### src/rtl/mem_stream_reader.sv
// mem_stream_reader: read-side sequencer for the scratch memory.
// On start_i it walks len_i words from base_addr_i. It issues at most one
// combinational read per cycle and returns the words on a valid/ready stream
// with a last flag. A single output register decouples the memory read from
// downstream backpressure.
`timescale 1ns/1ps
module mem_stream_reader #(
  parameter int MEM_ADDR_WIDTH = 10,
  parameter int MEM_DATA_WIDTH = 16,
  parameter int MEM_DEPTH      = 1 << MEM_ADDR_WIDTH
) (
  input  logic                      clk,
  input  logic                      rst_n,
  input  logic                      start_i,
  input  logic [MEM_ADDR_WIDTH-1:0] base_addr_i,
  input  logic [MEM_ADDR_WIDTH:0]   len_i,
  input  logic                      abort_i,
  output logic                      busy_o,
  output logic                      done_o,
  output logic [MEM_ADDR_WIDTH-1:0] raddr_o,
  output logic                      ren_o,
  input  logic [MEM_DATA_WIDTH-1:0] rdata_i,
  output logic                      m_valid_o,
  output logic [MEM_DATA_WIDTH-1:0] m_data_o,
  output logic                      m_last_o,
  input  logic                      m_ready_i
);

  localparam logic [1:0] ST_IDLE  = 2'd0;
  localparam logic [1:0] ST_RUN   = 2'd1;
  localparam logic [1:0] ST_DRAIN = 2'd2;

  localparam logic [MEM_ADDR_WIDTH:0]   DEPTH_CNT = (MEM_ADDR_WIDTH+1)'(MEM_DEPTH);
  localparam logic [MEM_ADDR_WIDTH:0]   ONE_CNT   = (MEM_ADDR_WIDTH+1)'(1);
  localparam logic [MEM_ADDR_WIDTH-1:0] LAST_ADDR = MEM_ADDR_WIDTH'(MEM_DEPTH - 1);

  logic [1:0]                state;
  logic [MEM_ADDR_WIDTH-1:0] addr;
  logic [MEM_ADDR_WIDTH:0]   rem;
  logic [MEM_ADDR_WIDTH:0]   len_clamped;
  logic                      slot_free;
  logic                      handshake;
  logic                      last_read;

  // A request longer than the memory reads every word exactly once.
  always_comb begin
    len_clamped = (len_i > DEPTH_CNT) ? DEPTH_CNT : len_i;
  end

  // The output slot can take a new word when it is empty or being drained this cycle.
  assign slot_free = !m_valid_o || m_ready_i;
  assign handshake = m_valid_o && m_ready_i;
  assign last_read = (rem == ONE_CNT);

  assign ren_o   = (state == ST_RUN) && slot_free && !abort_i;
  assign raddr_o = addr;
  assign busy_o  = (state != ST_IDLE);

  // Sequencer state, address/count registers and the single-entry output slot.
  // NOTE: every register here uses <= so that all updates see pre-edge values;
  // mixing in blocking assignments would make, e.g., m_last_o observe the
  // already-decremented rem.
  always_ff @(posedge clk or negedge rst_n) begin
    if (!rst_n) begin
      state     <= ST_IDLE;
      addr      <= '0;
      rem       <= '0;
      done_o    <= 1'b0;
      m_valid_o <= 1'b0;
      m_data_o  <= '0;
      m_last_o  <= 1'b0;
    end else begin
      done_o <= 1'b0;
      case (state)
        ST_IDLE: begin
          if (start_i) begin
            addr <= base_addr_i;
            rem  <= len_clamped;
            if (len_clamped == '0) begin
              done_o <= 1'b1;
            end else begin
              state <= ST_RUN;
            end
          end
        end

        ST_RUN, ST_DRAIN: begin
          if (abort_i) begin
            state     <= ST_IDLE;
            rem       <= '0;
            m_valid_o <= 1'b0;
            m_last_o  <= 1'b0;
          end else if (ren_o) begin
            m_data_o  <= rdata_i;
            m_valid_o <= 1'b1;
            m_last_o  <= last_read;
            addr      <= (addr == LAST_ADDR) ? '0 : addr + 1'b1;
            rem       <= rem - ONE_CNT;
            if (last_read) begin
              state <= ST_DRAIN;
            end
          end else if (handshake) begin
            m_valid_o <= 1'b0;
            // Only the final word ever carries m_last_o, so its acceptance ends the block.
            if (m_last_o) begin
              state    <= ST_IDLE;
              m_last_o <= 1'b0;
              done_o   <= 1'b1;
            end
          end
        end

        default: begin
          state     <= ST_IDLE;
          m_valid_o <= 1'b0;
          m_last_o  <= 1'b0;
        end
      endcase
    end
  end

endmodule

### config.mk
export PLATFORM = sky130hd
export DESIGN_NAME = mem_stream_reader
export DESIGN_NICKNAME = d
export VERILOG_FILES = /design/src/rtl/mem_stream_reader.sv
export SDC_FILE = /design/constraint.sdc
export NUM_CORES = 1
export LEC_CHECK = 0
export CORE_MARGIN = 5
export CORE_UTILIZATION = 63
export CTS_CLUSTER_DIAMETER = 30
export DETAILED_ROUTE_END_ITERATION = 8
export DONT_BUFFER_PORTS = 1
export PLACE_DENSITY = 0.9
export SETUP_SLACK_MARGIN = 0.15
export SKIP_LAST_GASP = 1
export SLEW_MARGIN = 5
export SYNTH_ARGS = -nofsm -noshare
export SYNTH_HDL_FRONTEND = slang
export SYNTH_SLANG_ARGS = --single-unit
### constraint.sdc
create_clock -name clk -period 3.65 [get_ports clk]
set_clock_uncertainty 0.05 [all_clocks]
set_input_delay 0.5475 -clock clk [delete_from_list [all_inputs] [get_ports clk]]
set_output_delay 0.5475 -clock clk [all_outputs]
set_load 0.02 [all_outputs]
==> results of run 1 <==
[power by group through the flow]
stage	combinational, mW	clock (mW)	sequential [mW]
after floorplan	0.850	0	0.999
after global placement	0.929	0	1.05
after detailed placement	0.971	0	1.06
after CTS	0.985	0.305	1.05
after global routing	1.11	0.326	1.08
final	0.988	0.298	1.05
[metal layers]
layer  vias to the layer above  track usage (%)  part of all wire, %
met3                         6             9.40                   12
met5                         -                0                    0
met2                        82             34.9                   48
li1                        891                -                    -
met1                       913             27.8                   39
met4                         0             9.39                  1.2
[stage by stage]
| step | util [%] | setup slack [ns] | hold slack, ns | cells |
|---|---|---|---|---|
| after floorplan | - | 1.81 | 0.202 | 242 |
| after global placement | 64.8 | 1.26 | 0.203 | 280 |
| after detailed placement | 64.8 | 1.14 | 0.203 | 280 |
| after CTS | 67.8 | 1.13 | 0.0344 | 289 |
| after global routing | 67.8 | 0.963 | 0.0361 | 289 |
| final | 67.8 | 1.12 | 0.0362 | 289 |
[critical path, stage by stage, from the launching register on]
cell	delay, ns
dfrtp_1	0.39
inv_1	0.08
ha_1	0.68
and2b_2	0.42
nand2_4	0.21
or4_1	0.53
nand3_1	0.11
[final timing paths]
check / startpoint / to
min reg2reg: rem[5] / rem[5]
min: rst_n / rem[9]
min in group clk: base_addr_i[3] / raddr_o[3]
max reg2reg: state[1] / rem[4]
max: state[1] / rem[4]
max in group asynchronous: rst_n / m_data_o[14]
[flip-flops by register name, summed over array words and instances, names as in the netlist]
signal     cells
m_data_o      16
rem           11
raddr_o       10
state          2
done_o         1
m_last_o       1
m_valid_o      1
[layout make-up]
type / instances / area share, %
multi-input cells: 178 / 49.0
flip-flops and latches: 42 / 42.3
clock buffers: 5 / 2.77
well taps: 48 / 2.42
inverters: 12 / 1.81
clock inverters: 3 / 0.857
repair buffers: 1 / 0.806
[what timing repair did]
action	in CTS	in global routing
endpoints found under the setup margin	0	0
hold buffers	1	0
gates resized for setup	0	0
endpoints found under the hold margin	42	0
[synthesized netlist by cell type (3+ instances only)]
cell type	count
clkbuf_1	5
a22oi_1	4
a21oi_1	10
a32oi_1	4
a31oi_1	5
and3_1	3
nand2_1	18
ha_1	6
nand3_1	12
buf_6	3
inv_1	12
mux2i_1	3
nor2_1	15
dfrtp_1	42
o2bb2ai_1	3
nor3_1	11
mux2_2	16
nor4_1	3
and2_1	3
o21ai_0	22
[cells by family (layout without fill, tap and decap cells)]
| kind of cell | after synthesis | in the layout | synth area share [%] |
|---|---|---|---|
| compound gates | 69 | 69 | 19.8 |
| fa+ha+maj | 6 | 6 | 3.16 |
| mux | 19 | 19 | 8.84 |
| flops | 42 | 42 | 44.2 |
| simple gates | 84 | 84 | 19.3 |
| buf+inv | 22 | 21 | 4.63 |
==> impl_results.md, run 1 <==
* Sum Neg Setup Slack at 0 ns
* Initial drt markers at roughly 200
* RSZ-0062 raised after global routing: no
* Critical path endpoint category: flop
* Total Routing Usage GR at 22.5%
* Yosys warns at 0
* Initial antenna violation count at 0
* Worst IR Drop VDD at 0.000594 V
* CTS tree: yes
* Fin area at 0.00248 sq mm
* DP HPWL at about 4.1 mm
* Synth Instances at 242
* CTS sink count at 42
* Slew margin rel. at about three fifths
* Period utilization at between 60% and 70%
* First-pass GRT wire length at 9.05 mm
* Status: complete, no violations
* Most used flip-flop cell after synthesis: dfrtp_1
* Post-CTS Setup Bufs at 0
* Commonest non-fill, non-tap cells in the layout: 42 x dfrtp_1, 22 x o21ai_0, 18 x nand2_1
* Starting Density at 64.9%
* Int Power at 1.20 mW
* Top Ports at 73
* Root Driver: clkbuf_8
* Routed wire per std cell at 19.1 microns
* Core area at 0.00366 sq mm
* Reg-to-reg setup timing slack at 1.12 ns
* Syn Area/Cell at 9.82 sq um
* Antenna fix cells at 0
* Die Area at a little over 0.005 sq mm
* Unique masters post-synth at 52
* Hold Path Class: primary input to async pin
* Setup Viol. Count Final at 0
* Lkg Pwr at 1.05 nW
* Least-Margin Pin Slew at 0.618 ns
* Total Wirelength at between 5 and 6 mm
* Gate power share at 42.3%
* Startpoint Class: flop
* DR vias at roughly 1900
* Clock buffer depth at 2
* Filler cell count at 300
* Placed Instance Area at between 0.002 and 0.0025 sq mm
* Clock Power Share at 12.8%
* Top post-synthesis cells by area: dfrtp_1 44%, mux2_2 7.6%, o21ai_0 4.6%
* Flop pwr share at 44.9%
* Final Hold Vio Count at 0
* Vias in the first global route at 1889
* Latest clock arrival within the worst-skew pair at 0.30 ns
* Total power at 2.33 mW
* Layout cells sized above 1 at approximately 17%
* Synth Cell Area at 0.00238 sq mm
* Final-report max-slew violation count at 0
* Reg2Reg Depth at 6
* Port Buffers at 0
* DRT antenna net count at 0
* Seq cells post-synth at 42
* Switch Pwr at 1.13 mW
* Pwr Density at 940 mW/mm^2
* Nets at 288
* Pre-antenna DRT Iters at 4
* Crit Path Class: flop to flop
* Most common cell after layout, fill and taps aside: dfrtp_1
* Share of Yosys cell area claimed by the top area cell type at between 40% and 50%
* Sequential fraction of the synthesis area at about 44%
* Storage element area at 0.00105 sq mm
* Sw frac at 48.6%
* Final RePlAce weighted congestion at 0.938
* WP data required at ~3.8 ns
* Multi-input logic area at 0.00122 sq mm
* H-tree depth at 2
* Layout area overhead at 4.42%
* Crit path arrival time at 2.72 ns
* Num CTS Buffers at 5
* Minimum clock period at 2.53 ns
* Fmax at 395 MHz
* Crit Path Max Fanout at 21
* Remaining DRCs at 0
* DR vias/cell at approximately 6.5
* Largest net degree at the start of global routing at 43
* Grt ovf at 0
* Die width at ~70 microns
* Rows at 22
* Ys async rst share at 100%
* Clk slew on worst S/H paths at 0.08 ns
* Die span in y at 71.4 microns
* Post-synth top area cell: dfrtp_1
* MaxCap Viol Count at 0
* Synth Net Count at 290
* Post-synth EDFFs at 0
No activity file was read; power rests on OpenSTA's default activity.
==> run 2: changes to the inputs <==
Clock period 3.65 ns to 2.5 ns, I/O delays scaled along.
==> run 2 against run 1 <==
  * Largest cell class unchanged
  * Power grew 51%
  * Clock-buffer cell count grew 1
  * Non-clock buffer count grew 3
==> impl_results.md, run 2 (synthesized netlist as in run 1, its figures left out) <==
* Status: complete, no violations
* CTS sink count at 42 (unchanged)
* Pre-antenna DRT Iters at 4 (unchanged)
* Crit Path Max Fanout at 21 (unchanged)
* Top Ports at 73 (unchanged)
* Antenna fix cells at 0 (unchanged)
* R2R Path Start: state[1]
* DR vias/cell at 6.62 (+1.0%)
* Largest register FFs at 16 (unchanged)
* First-pass GRT wire length at 9.18 mm (+1.5%)
* WP data required at 2.68 ns (-1.15 ns)
* Clk slew on worst S/H paths at 0.07 ns (about the same)
* Critical path endpoint category: flop
* Crit path arrival time at 2.27 ns (-0.45 ns)
* Period utilization at 83.7% (+14 points)
* Grt ovf at 0 (unchanged)
* DR vias at 1925 (+1.7%)
* Setup Viol. Count Final at 0 (unchanged)
* Die span in y at 71.4 microns (unchanged)
* Min-delay src: rdata_i[7]
* Lkg Pwr at 1.08 nW (+2.6%)
* Die width at 71.4 microns (unchanged)
* Final-report max-slew violation count at 0 (unchanged)
* Initial antenna violation count at 0 (unchanged)
* Pwr Density at 1390 mW/mm^2 (+48%)
* Largest net degree at the start of global routing at 43 (unchanged)
* Starting Density at 64.9% (unchanged)
* Slew margin rel. at 69.2% (+10 points)
* DP HPWL at 4.00 mm (-2.7%)
* Fmax at 478 MHz (+21%)
* Commonest non-fill, non-tap cells in the layout: 42 x dfrtp_1, 22 x o21ai_0, 18 x nand2_1
* DRT antenna net count at 0 (unchanged)
* Die Area at 0.00510 sq mm (unchanged)
* Final Hold Vio Count at 0 (unchanged)
* Routed wire per std cell at 18.9 microns (-0.87%)
* MaxCap Viol Count at 0 (unchanged)
* Remaining DRCs at 0 (unchanged)
* Sum Neg Setup Slack at 0 ns (unchanged)
* WHS at 0.182 ns (+0.146 ns)
* Root Driver: clkbuf_8
* Startpoint Class: flop
* Latest clock arrival within the worst-skew pair at 0.29 ns (about the same)
* CTS tree: yes
* Num CTS Buffers at 5 (unchanged)
* Port Buffers at 0 (unchanged)
* RSZ-0062 raised after global routing: no
* Total Routing Usage GR at 22.7% (+0.11 points)
* Placed Instance Area at 0.00239 sq mm (+0.63%)
* Worst IR Drop VDD at 0.000839 V (+41%)
* Post-CTS Setup Bufs at 0 (unchanged)
* Rows at 22 (unchanged)
* Worst Setup SP: state[1]
* Largest reg by FF count: m_data_o
* Crit Path Class: flop to flop
* Final RePlAce weighted congestion at 0.909 (-3.0%)
* Layout area overhead at 6.42%
* Minimum clock period at 2.09 ns (-0.439 ns)
* Fin area at 0.00253 sq mm (+1.9%)
* Nets at 291 (+1.0%)
* Hold Path Class: primary input to flop
* Total power at 3.53 mW (+51%)
* Final cell count without fillers at 291 (+0.69%)
* Total Wirelength at 5.50 mm (-0.18%)
* H-tree depth at 2 (unchanged)
* Placed insts at 282 (+0.71%)
* Least-Margin Pin Slew at 0.462 ns (-0.155 ns)
* Layout cells sized above 1 at 16.9% (+0.27 points)
* Initial drt markers at 250 (+24%)
* Vias in the first global route at 1941 (+2.8%)
* Most common cell after layout, fill and taps aside: dfrtp_1
* Clock buffer depth at 2 (unchanged)
* Core area at 0.00366 sq mm (unchanged)
## run 2: cell count changes in the layout (fill, tap and decap cells not counted)
cell           delta
buf_4             +2
bufinv_16         +1
clkbuf_8          +1
clkinv_2          -1
clkinv_4          -1
clkinvlp_4        -1
dlygate4sd3_1     +1
## run 2: layer usage
metal	up-vias	share of wire, %	global-route usage [%]
met3	14	11	9.54
met2	105	47	35.4
met4	0	2.4	8.56
met5	-	0	0
met1	912	39	28.0
li1	894	-	-
## run 2: area by class of cell
cell class,count,area [sq um]
multi-input cells,178,1220
fillers,291,1130
flip-flops and latches,42,1050
clock buffers,6,82.6
well taps,48,60.1
repair buffers,4,45.0
inverters,12,45.0
clock inverters,1,30.0
## run 2: critical path: stages (launching register included)
cell     delay (ns)
dfrtp_1        0.40
inv_1          0.08
ha_1           0.34
and2b_2        0.33
nand2_4        0.21
or4_1          0.51
nand3_1        0.09
## run 2: worst paths after layout
| check | end | slack, ns | depth (start not counted) |
|---|---|---|---|
| min in group asynchronous | rem[6] | 0.52 | 2 |
| min | m_data_o[7] | 0.18 | 1 |
| max in group asynchronous | m_data_o[1] | 1.68 | 2 |
| min reg2reg | rem[5] | 0.47 | 1 |
| max | rem[4] | 0.41 | 6 |
| max reg2reg | rem[4] | 0.41 | 6 |
## run 2: metrics by stage
stage / worst slack [ns] / util [%]
2_1_floorplan: 0.661 / -
3_3_place_gp: 0.510 / 65.2
3_5_place_dp: 0.446 / 65.2
4_1_cts: 0.421 / 69.1
5_1_grt: 0.263 / 69.1
6_report: 0.407 / 69.1
## run 2: repair_timing
| action | 4_1_cts | 5_1_grt |
|---|---|---|
| gates resized for setup | 0 | 0 |
| endpoints found under the hold margin | 42 | 0 |
| hold buffers | 2 | 0 |
## run 2: power by group
part	leakage (nW)	switching, mW	internal [mW]
combinational	0.505	0.866	0.600
sequential	0.518	0.557	0.975
clock	0.0573	0.211	0.319
total	1.08	1.63	1.89
